### config.mk
export PLATFORM = sky130hd
export DESIGN_NAME = concatenador_secuencial_flat
export DESIGN_NICKNAME = d
export VERILOG_FILES = /design/src/rtl/concatenador_secuencial_if.sv /design/src/rtl/concatenador_secuencial.sv /design/src/flat_wrapper.sv
export SDC_FILE = /design/constraint.sdc
export NUM_CORES = 1
export LEC_CHECK = 0
export ABC_CLOCK_PERIOD_IN_PS = 800
export CORE_AREA = 8 8 45 47
export CTS_CLUSTER_SIZE = 28
export DETAILED_ROUTE_END_ITERATION = 16
export DIE_AREA = 0 0 53 55
export PLACE_DENSITY_LB_ADDON = 0.08
export SETUP_SLACK_MARGIN = 0.3
export SLEW_MARGIN = 20
export SYNTH_ARGS = -nofsm -noshare
export SYNTH_HDL_FRONTEND = slang
export SYNTH_SLANG_ARGS = --single-unit
### constraint.sdc
create_clock -name clk -period 0.8 [get_ports clk]
set_input_delay 0.16 -clock clk [delete_from_list [all_inputs] [get_ports clk]]
set_output_delay 0.16 -clock clk [all_outputs]
set_load 0.01 [all_outputs]
### src/rtl/concatenador_secuencial_if.sv
// Fragment-in / word-out bus of the sequential concatenator.
// The master drives fragments and abort; the slave returns the assembled word and occupancy.
interface concatenador_secuencial_if #(
    parameter int ANCHO  = 1,
    parameter int PARTES = 2
);
    localparam int CW = (PARTES > 2) ? $clog2(PARTES) : 1;

    logic [ANCHO-1:0]        dato_in;
    logic                    valido_in;
    logic                    limpiar;
    logic [PARTES*ANCHO-1:0] salida;
    logic                    valido_out;
    logic [CW-1:0]           cuenta;
    logic                    ocupado;

    modport master (
        output dato_in, valido_in, limpiar,
        input  salida, valido_out, cuenta, ocupado
    );

    modport slave (
        input  dato_in, valido_in, limpiar,
        output salida, valido_out, cuenta, ocupado
    );
endinterface

### src/rtl/concatenador_secuencial.sv
// Packs PARTES fragments of ANCHO bits into one registered word, one fragment per cycle.
// salida only changes on completion or reset; limpiar aborts the word in progress.
module concatenador_secuencial #(
    parameter int ANCHO       = 1,
    parameter int PARTES      = 2,
    parameter int MSB_PRIMERO = 0
) (
    input  logic                     clk,
    input  logic                     reset,
    concatenador_secuencial_if.slave bus
);
    localparam int W  = PARTES * ANCHO;
    localparam int CW = (PARTES > 2) ? $clog2(PARTES) : 1;
    localparam logic [CW-1:0] ULTIMO = CW'(PARTES - 1);

    logic [W-1:0]  parcial;
    logic [W-1:0]  palabra;
    logic [W-1:0]  salida_q;
    logic          valido_q;
    logic [CW-1:0] cuenta_q;

    // Partial word with the incoming fragment dropped into its slot
    always_comb begin
        palabra = parcial;
        for (int k = 0; k < PARTES; k++) begin
            if (cuenta_q == CW'(k)) begin
                palabra[((MSB_PRIMERO != 0) ? (PARTES - 1 - k) : k) * ANCHO +: ANCHO] = bus.dato_in;
            end
        end
    end

    always_ff @(posedge clk) begin
        if (reset) begin
            parcial  <= '0;
            salida_q <= '0;
            valido_q <= 1'b0;
            cuenta_q <= '0;
        end else begin
            valido_q <= 1'b0;
            if (bus.limpiar) begin
                parcial  <= '0;
                cuenta_q <= '0;
            end else if (bus.valido_in) begin
                if (cuenta_q == ULTIMO) begin
                    salida_q <= palabra;
                    valido_q <= 1'b1;
                    parcial  <= '0;
                    cuenta_q <= '0;
                end else begin
                    parcial  <= palabra;
                    cuenta_q <= cuenta_q + 1'b1;
                end
            end
        end
    end

    assign bus.salida     = salida_q;
    assign bus.valido_out = valido_q;
    assign bus.cuenta     = cuenta_q;
    assign bus.ocupado    = (cuenta_q != '0);
endmodule

### src/flat_wrapper.sv
// flat-port wrapper written by rule: the top's interface ports become plain ports
module concatenador_secuencial_flat 
#(
    parameter int ANCHO       = 1,
    parameter int PARTES      = 2,
    parameter int MSB_PRIMERO = 0
)
  (clk, reset, bus_dato_in, bus_valido_in, bus_limpiar, bus_salida, bus_valido_out, bus_cuenta, bus_ocupado);
  concatenador_secuencial_if #(.ANCHO(ANCHO), .PARTES(PARTES)) bus_i ();
  input  logic clk;
  input  logic reset;
  input wire logic [$bits(bus_i.dato_in)-1:0] bus_dato_in;
  input wire logic [$bits(bus_i.valido_in)-1:0] bus_valido_in;
  input wire logic [$bits(bus_i.limpiar)-1:0] bus_limpiar;
  output wire logic [$bits(bus_i.salida)-1:0] bus_salida;
  output wire logic [$bits(bus_i.valido_out)-1:0] bus_valido_out;
  output wire logic [$bits(bus_i.cuenta)-1:0] bus_cuenta;
  output wire logic [$bits(bus_i.ocupado)-1:0] bus_ocupado;
  assign bus_i.dato_in = bus_dato_in;
  assign bus_i.valido_in = bus_valido_in;
  assign bus_i.limpiar = bus_limpiar;
  assign bus_salida = bus_i.salida;
  assign bus_valido_out = bus_i.valido_out;
  assign bus_cuenta = bus_i.cuenta;
  assign bus_ocupado = bus_i.ocupado;
  concatenador_secuencial #(.ANCHO(ANCHO), .PARTES(PARTES), .MSB_PRIMERO(MSB_PRIMERO)) u_core (.clk(clk), .reset(reset), .bus(bus_i));
endmodule
### Yosys cells after proc, flatten, opt, wreduce, memory -nomap -nowiden

Cells that the tools add are included.

* $add $sub $neg: 1
* multiplexer cells: 5
* bitwise gates (word level): 2
* reductions and logical operators: 3

Operator list (number)
* two-way mux 1 bit: 4
* AND reduction 3 bit: 1
* OR reduction 3 bit: 1
* two-way mux 2 bit: 1
* inverter 1 bit: 2
* OR reduction 2 bit: 1
* adder 1 bit, second input constant: 1

* register bits: 6
* bits of input ports: 5
* output and inout port bits: 5
* logic and storage cells: 15

### Longest topological paths before layout

* word-level depth: 2
* gate-level depth with buffers: 2
* gate-level depth less buffers: 2

### Worst setup path before layout

Ideal clock, no wire load.

* path type: register to register
* start: register u_core.cuenta_q (netlist: u_core.bus.cuenta)
* end: register u_core.salida_q[0] (netlist: u_core.bus.salida[0])
* library setup time: 72 ps
* arrival time: 812 ps
* required time: 728 ps
* setup slack: -84 ps
* stages on the path, launching flop included: 3
* path buffers: 0
* period minus slack after synthesis: 884 ps
* cells stage by stage: dfxtp_1 -> and3b_4 -> mux2i_1

* cells in the longest elaborated chain, start to end: 1
* elaborated cells between the ends (all ways): 2
* those cells by class: mux: 1; reduce/logical: 1

Ends and longest elaborated chain
* start: declaration: RTL line concatenador_secuencial.sv:20 `logic [CW-1:0] cuenta_q;`
* start signal: assignment: RTL line concatenador_secuencial.sv:51 `cuenta_q <= cuenta_q + 1'b1;`
* AND reduction 3 bit (no source line) / two-way mux 1 bit (equally long branches)
* end signal: assignment: RTL line concatenador_secuencial.sv:45 `salida_q <= palabra;`
* end: declaration: RTL line concatenador_secuencial.sv:18 `logic [W-1:0] salida_q;`

Parallel ways exist; a longest one is shown, timed or not.
A chain may end at the register's enable or synchronous reset.

### Worst setup path in the final report

* start: register u_core.cuenta_q (netlist: u_core.bus.cuenta)
* end: register u_core.salida_q[1] (netlist: u_core.bus.salida[1])

Same word-level chain as after synthesis.

==> metrics.cfg <==
[power_and_ir_drop]
power_mw=0.642
p_leak_nw=0.175
seqPwrFrac_pct=40.2
peakVddDrop_mv=0.864
p_clk_share_pct=45.8
powerDensity_nw_per_um2=1590
p_sw_share_pct=22.3
p_sw_mw=0.143
p_comb_share_pct=14.1
intPower_mw=0.499

[timing]
relSlewSlack_pct=85.2
whs_ns=0.326
drv_slew=0
post-route-period-util_pct=112
setup_slack_ns=-0.0991
timing.fmax_mhz=1110
finalClockSkew_ns=0.00525
tightest_slew_ns=0.223
finalHoldViolations=0
finalCriticalPeriod_ns=0.899
tns_ns=-0.443
rsz0062_at_grt=yes
setup_viol=8

[synthesis]
synthSimpleGateAreaFrac_pct=32.4
synth_top_family_by_area=simple AND/OR/NAND/NOR gates
yosysSeqAreaShare_pct=47.1
yosys_warnings=0
synth_nets=26
synthDistinctLibCells=11
avgSynthCellArea_um2=10.1
yosys-top-cells-area=dfxtp_1 47%, nand2b_1 15%, mux2i_1 9.4%, and3b_4 5.9%, nor3_1 4.7%
synth-seq-cells=5
synth_xor_area_share_pct=4.12
yosys.area.top_type=dfxtp_1
synth_compound_area_share_pct=3.53
synth_fa_ha_area_share_pct=0
syn_area_um2=213
yosysTopAreaCellShare_pct=47.1
synthMuxAreaShare_pct=9.41
synth_cells=21

[finish]
fin_nets=45
layout-drive-gt1-share_pct=51.3
fillers=147
finalInstanceArea_um2=404
area_growth_pct=90.0
fin_util_pct=29.2
finalNonFillerCells=55
diodes=0

[placement]
port_buffers=9
hpwlAfterDp_um=423
dp.cells=49
place_area_um2=349
pre_cts_ws_ns=-0.361
gp_congestion=0.728

[worst_setup_path]
arrival_ns=1.06
reg2regPathDepth=3
r2r_slack_ns=-0.1
endpoint_kind=flop
timing.rr.end=u_core.bus.salida[1]
path_class=reg -> reg
crit_start=u_core.bus.cuenta
r2r_start=u_core.bus.cuenta
worstPathMaxFanout=4
crit_required_ns=0.96
start_kind=flop
crit_end=u_core.bus.salida[1]

[die]
die_h_um=55
coreArea_um2=1380
io_pins=10
die_width_um=53
die_area_um2=2920
fp-row-count=14
initial_core_util_pct=15.4

[global_route]
grtUsageTotal_pct=4.65
grt_pass1_wl_um=890
grt_max_degree=8
grt.overflow.total=0
grt_pass1_vias=228
antenna_found_initial=0

[clocking]
clk_latency_ns=0.24
path_clk_slew_ns=0.05
cts_root_buffer=clkbuf_4
cts.sinks=5
htree_levels=1
tritoncts=yes
clk_path_buf_depth=2
numCtsBuffers=3

[outcome]
status=finished, violations left
violations=negative setup slack

[detailed_routing]
drtAntennaViolNets=0
vias=211
dr.pass1.iters=2
drt-total-wl_um=559
drc=0
drt_iter0_drc=1
vias_per_cell=3.84
routedWlPerCell_um=10.2

[run]
maxCapViolCount=0

[worst_hold_path]
min_path_type=in -> reg

## cell families after synthesis
group / count (synthesis)
xor+xnor: 1
simple gates: 11
mux: 2
buf+inv: 1
compound gates: 1
flops: 5
## worst min path at each step
stage	depth (start not counted)	endpoint	from	slack, ns
3_5_place_dp	2	u_core.parcial[0]	u_core.parcial[0]	0.47
6_report	3	u_core.bus.valido_out	bus_limpiar	0.33
4_1_cts	3	u_core.bus.valido_out	bus_limpiar	0.32
3_3_place_gp	2	u_core.parcial[0]	u_core.parcial[0]	0.46
5_1_grt	3	u_core.bus.valido_out	bus_limpiar	0.33
2_1_floorplan	1	u_core.bus.cuenta	reset	0.23
## worst max-delay path: stages, from the launching register on
cell     delay [ns]
dfxtp_4        0.34
buf_6          0.10
and3b_4        0.20
mux2i_1        0.18
## placed cells by master, fill, tap and decap left out, types with 2 or more instances in the layout
cell           count
dfxtp_1            2
dfxtp_2            2
buf_6              6
buf_2              3
mux2i_1            2
nand2b_1           5
buf_4              2
clkbuf_4           3
dlygate4sd2_1      3
## sequential cells by signal, summed over array words and instances (netlist names)
signal                 flops
u_core.bus.valido_out      1
u_core.parcial             1
u_core.bus.salida          2
u_core.bus.cuenta          1
## cell type report
class	instances	area (um2)	area share, %
repair buffers	15	134	33.1
clock buffers	4	26.3	6.50
flip-flops and latches	5	106	26.3
well taps	16	20.0	4.95
multi-input cells	15	118	29.1
## cells in the mapped netlist (all sizes together)
library cell / number
and3b: 1
xnor2: 1
a21boi: 1
nand3b: 1
nor2: 1
nor3: 2
nand2: 1
buf: 1
nand2b: 5
mux2i: 2
dfxtp: 5
## metal layers
metal | global-route usage [%] | part of all wire (%) | wire, um
met5 | 0 | 0 | 0
met4 | 3.88 | 1.6 | 9
met3 | 4.28 | 12 | 66
met2 | 7.42 | 54 | 302
met1 | 3.35 | 32 | 181
## power by group through the flow
stage	Combinational [mW]	Sequential, mW	Clock [mW]
after floorplan	0.0256	0.266	0
after global placement	0.0830	0.262	0
after detailed placement	0.0816	0.262	0
after CTS	0.0877	0.258	0.314
after global routing	0.0972	0.258	0.323
final	0.0903	0.258	0.294
## what timing repair did
action | in CTS | in global routing
hold buffers | 0 | 0
gates resized for setup | 31 | 3
endpoints found under the hold margin | 0 | 0
setup endpoints to repair | 10 | 10
buffers inserted | 2 | 0
(Power assumes the default switching activity.)
